$ cat src/rtl/map_write_arbiter.sv
// Round-robin arbiter for the tile-map write port. Writes are granted only
// during vertical blanking, and at most MAX_WR writes are granted per frame.
module map_write_arbiter #(
  parameter int N_REQ  = 3,   // 0 = level loader, 1 = pacman, 2 = ghosts
  parameter int ROWS   = 36,
  parameter int COLS   = 28,
  parameter int MAX_WR = 16
) (
  input  logic               i_clk,
  input  logic               i_rst_n,
  input  logic               i_vblank,
  input  logic               i_frame_start,
  input  logic [N_REQ-1:0]   i_req,
  input  logic [N_REQ*6-1:0] i_req_row,
  input  logic [N_REQ*5-1:0] i_req_col,
  input  logic [N_REQ*8-1:0] i_req_tile,
  output logic [N_REQ-1:0]   o_gnt,
  output logic               o_err,
  output logic               o_we,
  output logic [5:0]         o_wr_row,
  output logic [4:0]         o_wr_col,
  output logic [7:0]         o_wr_tile,
  output logic               o_busy,
  output logic [4:0]         o_wr_count
);
  localparam int PW = (N_REQ > 1) ? $clog2(N_REQ) : 1;

  typedef enum logic [1:0] {S_IDLE, S_ARB, S_WRITE, S_COOL} state_t;

  state_t        state_q, state_d;
  logic [PW-1:0] ptr_q, ptr_d;
  logic [PW-1:0] sel_q, sel_d;
  logic [5:0]    row_q, row_d;
  logic [4:0]    col_q, col_d;
  logic [7:0]    tile_q, tile_d;
  logic [4:0]    cnt_q, cnt_d;

  logic          found;
  logic [PW-1:0] pick;
  logic          enter_ok;
  logic          wr_ok;

  // Round-robin search: first requester at or above the pointer, wrapping.
  always_comb begin
    logic [PW:0] idx;
    found = 1'b0;
    pick  = ptr_q;
    for (int i = 0; i < N_REQ; i++) begin
      idx = {1'b0, ptr_q} + (PW+1)'(i);
      if (idx >= (PW+1)'(N_REQ)) idx = idx - (PW+1)'(N_REQ);
      if (!found && i_req[idx[PW-1:0]]) begin
        found = 1'b1;
        pick  = idx[PW-1:0];
      end
    end
  end

  assign enter_ok = i_vblank && (|i_req) && (cnt_q < 5'(MAX_WR));
  assign wr_ok    = (row_q < 6'(ROWS)) && (col_q < 5'(COLS));

  // Next-state, request capture, pointer and per-frame write count.
  always_comb begin
    state_d = state_q;
    ptr_d   = ptr_q;
    sel_d   = sel_q;
    row_d   = row_q;
    col_d   = col_q;
    tile_d  = tile_q;
    cnt_d   = cnt_q;
    if (i_frame_start) cnt_d = '0;
    unique case (state_q)
      S_IDLE:  if (enter_ok) state_d = S_ARB;
      S_ARB: begin
        if (i_vblank && found) begin
          sel_d   = pick;
          row_d   = i_req_row[int'(pick)*6 +: 6];
          col_d   = i_req_col[int'(pick)*5 +: 5];
          tile_d  = i_req_tile[int'(pick)*8 +: 8];
          state_d = S_WRITE;
        end else begin
          state_d = S_IDLE;
        end
      end
      S_WRITE: begin
        // A frame start coinciding with a valid write leaves exactly that write counted.
        if (wr_ok) begin
          if (i_frame_start)              cnt_d = 5'd1;
          else if (cnt_q < 5'(MAX_WR))    cnt_d = cnt_q + 5'd1;
        end
        ptr_d   = (sel_q == PW'(N_REQ-1)) ? '0 : sel_q + PW'(1);
        state_d = S_COOL;
      end
      S_COOL:  state_d = enter_ok ? S_ARB : S_IDLE;
      default: state_d = S_IDLE;
    endcase
  end

  // State and captured-request registers.
  always_ff @(posedge i_clk or negedge i_rst_n) begin
    if (!i_rst_n) begin
      state_q <= S_IDLE;
      ptr_q   <= '0;
      sel_q   <= '0;
      row_q   <= '0;
      col_q   <= '0;
      tile_q  <= '0;
      cnt_q   <= '0;
    end else begin
      state_q <= state_d;
      ptr_q   <= ptr_d;
      sel_q   <= sel_d;
      row_q   <= row_d;
      col_q   <= col_d;
      tile_q  <= tile_d;
      cnt_q   <= cnt_d;
    end
  end

  // Outputs decode from registered state so reset clears them immediately.
  always_comb begin
    o_gnt = '0;
    if (state_q == S_WRITE) o_gnt[sel_q] = 1'b1;
  end

  assign o_we       = (state_q == S_WRITE) && wr_ok;
  assign o_err      = (state_q == S_WRITE) && !wr_ok;
  assign o_wr_row   = o_we ? row_q  : '0;
  assign o_wr_col   = o_we ? col_q  : '0;
  assign o_wr_tile  = o_we ? tile_q : '0;
  assign o_busy     = (state_q != S_IDLE);
  assign o_wr_count = cnt_q;
endmodule

$ cat config.mk
export PLATFORM = sky130hd
export DESIGN_NAME = map_write_arbiter
export DESIGN_NICKNAME = d
export VERILOG_FILES = /design/src/rtl/map_write_arbiter.sv
export SDC_FILE = /design/constraint.sdc
export NUM_CORES = 1
export LEC_CHECK = 0
export BUFFER_PORTS_ARGS = -buffer_cell sky130_fd_sc_hd__buf_4
export CAP_MARGIN = 15
export CORE_MARGIN = 5
export CORE_UTILIZATION = 50
export CTS_BUF_LIST = sky130_fd_sc_hd__clkbuf_2 sky130_fd_sc_hd__clkbuf_4 sky130_fd_sc_hd__clkbuf_8
export DETAILED_ROUTE_END_ITERATION = 16
export HOLD_SLACK_MARGIN = 0.1
export PLACE_DENSITY = 0.9
export SLEW_MARGIN = 20
export SYNTH_ARGS = -nofsm -noshare
export SYNTH_HDL_FRONTEND = slang
export SYNTH_SLANG_ARGS = --single-unit
$ cat constraint.sdc
create_clock -name i_clk -period 3.66 [get_ports i_clk]
set_input_delay 0.549 -clock i_clk [delete_from_list [all_inputs] [get_ports i_clk]]
set_output_delay 0.549 -clock i_clk [all_outputs]
set_load 0.02 [all_outputs]
==> flow_summary.yaml <==
critical_path:
  cp_data_required_time_ps: 3830
  worstPathArrival_ps: 3130
  worstSetupPathType: "reg2reg"
  path_max_fanout: 23
  cp-start-kind: "flop"
  end_kind: "flop"
timing:
  finalSetupTns_ps: 0
  period_needed_ps: 2960
  fmax_mhz: 338
  rsz0062_at_grt: "false"
  maxSlewViolCount: 0
  hold_ws_ps: 189
  period_share_pct: 80.9
  slew_headroom_pct: 49.4
  hold_violations: 0
  worst_slew_pin_slew_ps: 759
  setup_violations: 0
  skew_ps: 3.99
synth:
  synthArstFlopShare_pct: 100
  syn_nets: 275
  synth_seq_cells: 30
  synth_most_common_cell: "dfrtp_1"
  netlist_instances: 206
  synthFlopType: "dfrtp_1"
  synth_area_leaders: "dfrtp_1, mux2i_1, o221ai_1"
  ys_top_cells_by_count: "dfrtp_1, inv_1, nand2_1"
  synth-edff-count: 0
  synth_top_area_share_pct: 38.6
  synth_area_per_cell_um2: 9.43
  ys_seq_area_share_pct: 38.6
  synth_warnings: 0
  yosys.cell_types.count: 45
  synth_top_cell_by_area: "dfrtp_1"
  syn_area_um2: 1940
grt:
  track_usage_pct: 22.0
  antenna_found_initial: 0
  grt_max_degree: 31
  met3_usage_pct: 6.65
  grt_overflow: 0
  top_usage_layer: "met2"
  use_met2_pct: 36.7
  grt_pass1_vias: 1990
  met1_usage_pct: 26.4
  grt_pass1_wl_mm: 9.05
final_layout:
  finalNetCount: 369
  final_design_area_no_fill_um2: 2760
  layout-drive-gt1-share_pct: 36.5
  area_growth_pct: 41.9
  antennaDiodeCount: 0
  instances_no_fill: 349
  final_core_util_pct: 74.2
power_and_ir_drop:
  p_per_area_nw_per_um2: 669
  combPwrFrac_pct: 55.1
  p_clk_share_pct: 15.0
  sw_frac_of_total_pct: 41.1
  p_leak_nw: 1.48
  switchingPower_mw: 0.758
  vdd_drop_max_v: 0.000359
  internal-power_mw: 1.08
  seq_power_share_pct: 29.9
floorplanning:
  die_w_um: 72.3
  start_util_pct: 52.3
  die_y_um: 72.3
  rows: 22
  core_um2: 3720
  io_pins: 94
  dieArea_um2: 5230
detailed_routing:
  wl_mm: 5.47
  num_vias: 1906
  drt_iter0_markers: 137
  drc_errors: 0
  wl_per_cell_um: 15.7
  ant_nets: 0
  firstDrtPassIters: 4
  vias_per_cell: 5.46
place:
  dpl.hpwl_mm: 4.15
  place_congestion: 0.965
  placed_cells: 341
  port_buffers: 93
  dpl_cell_area_um2: 2660
clocking:
  htree_num_levels: 2
  clk_pin_slew_ps: 60
  clk_latency_ps: 270
  cts_setup_buffers: 0
  cts.repair.resized: 0
  cts_sinks: 30
  cts_buffers: 5
  cts_tree: "yes"
  cts_root_buf: "clkbuf_8"
  cts_buffer_depth: 2
  postCtsHoldBufs: 0
job:
  max-cap-violations: 0
outcome:
  status: "finished, final reports clean"
min_path:
  hold_path.class: "in2async"
==> registers in the layout (all words and copies together) (netlist names), named ones only <==
| register | flops |
|---|---|
| tile_q | 8 |
| state_q | 1 |
| ptr_q | 2 |
| row_q | 6 |
| o_wr_count | 5 |
| sel_q | 2 |
| col_q | 5 |
==> per-layer routing <==
metal  vias up  wire (um)
li1        907          -
met1       895       2080
met2        90       2780
met3        14        492
met4         0        115
met5         -          0
==> cells in the final DEF, fill, tap and decap left out, types with 2 or more instances in the layout <==
cell type and n:
o21ai_0 2, buf_4 96, inv_1 24, nand3b_1 3, ha_1 5, o221ai_1 19, clkbuf_8 6, and2_1 19
nor3_1 4, nor3b_1 2, dfrtp_1 30, a21o_1 2, nand2_1 24, nor2_1 10, nor2b_1 2, nand2b_1 2
or2b_1 2, mux2i_1 23
==> stage by stage <==
stage	worst slack [ps]	power, mW
finish	697	1.84
global route	384	1.97
CTS	691	1.84
detailed placement	734	1.56
global placement	873	1.52
floorplan	1350	1.29
==> logic make-up after synthesis <==
group                    after synthesis  share of synthesized area, %
AND/OR/NAND/NOR                       74                          20.8
XOR/XNOR                               2                         0.902
buffers and inverters                 33                          7.86
adder cells (fa/ha/maj)                6                          3.73
multiplexers                          23                          11.8
flip-flops                            30                          38.6
AO/OA/AOI/OAI                         38                          16.2
==> final cells by class <==
type / count / area (um2)
clock buffers: 7 / 90.1
clock inverters: 1 / 5.00
fillers: 267 / 960
inverters: 24 / 90.1
multi-input cells: 143 / 1040
flip-flops and latches: 30 / 751
well taps: 48 / 60.1
repair buffers: 96 / 721
==> critical path, stage by stage (launching register included) <==
cell and delay, ps:
dfrtp_1 390, inv_1 90, ha_1 400, and3b_1 290
o21bai_1 170, nor2_1 100, a211o_2 510, nand2b_1 560
o221ai_1 340
==> power groups by stage <==
stage	Sequential, mW	Combinational [mW]	Clock [mW]
floorplan	0.538	0.755	0
global placement	0.547	0.974	0
detailed placement	0.556	1.00	0
CTS	0.550	1.02	0.276
global route	0.569	1.11	0.296
finish	0.551	1.02	0.277
==> worst paths after layout <==
path | from | endpoint | slack, ps | depth (start not counted)
max | ptr_q[0] | row_q[2] | 700 | 8
min | i_rst_n | col_q[4] | 190 | 1
max reg2reg | ptr_q[0] | row_q[2] | 700 | 8
min reg2reg | tile_q[0] | tile_q[0] | 480 | 2
max in group asynchronous | i_rst_n | sel_q[0] | 3200 | 1
min in group i_clk | i_frame_start | o_wr_count[3] | 470 | 2
No activity file was read; power rests on OpenSTA's default activity.
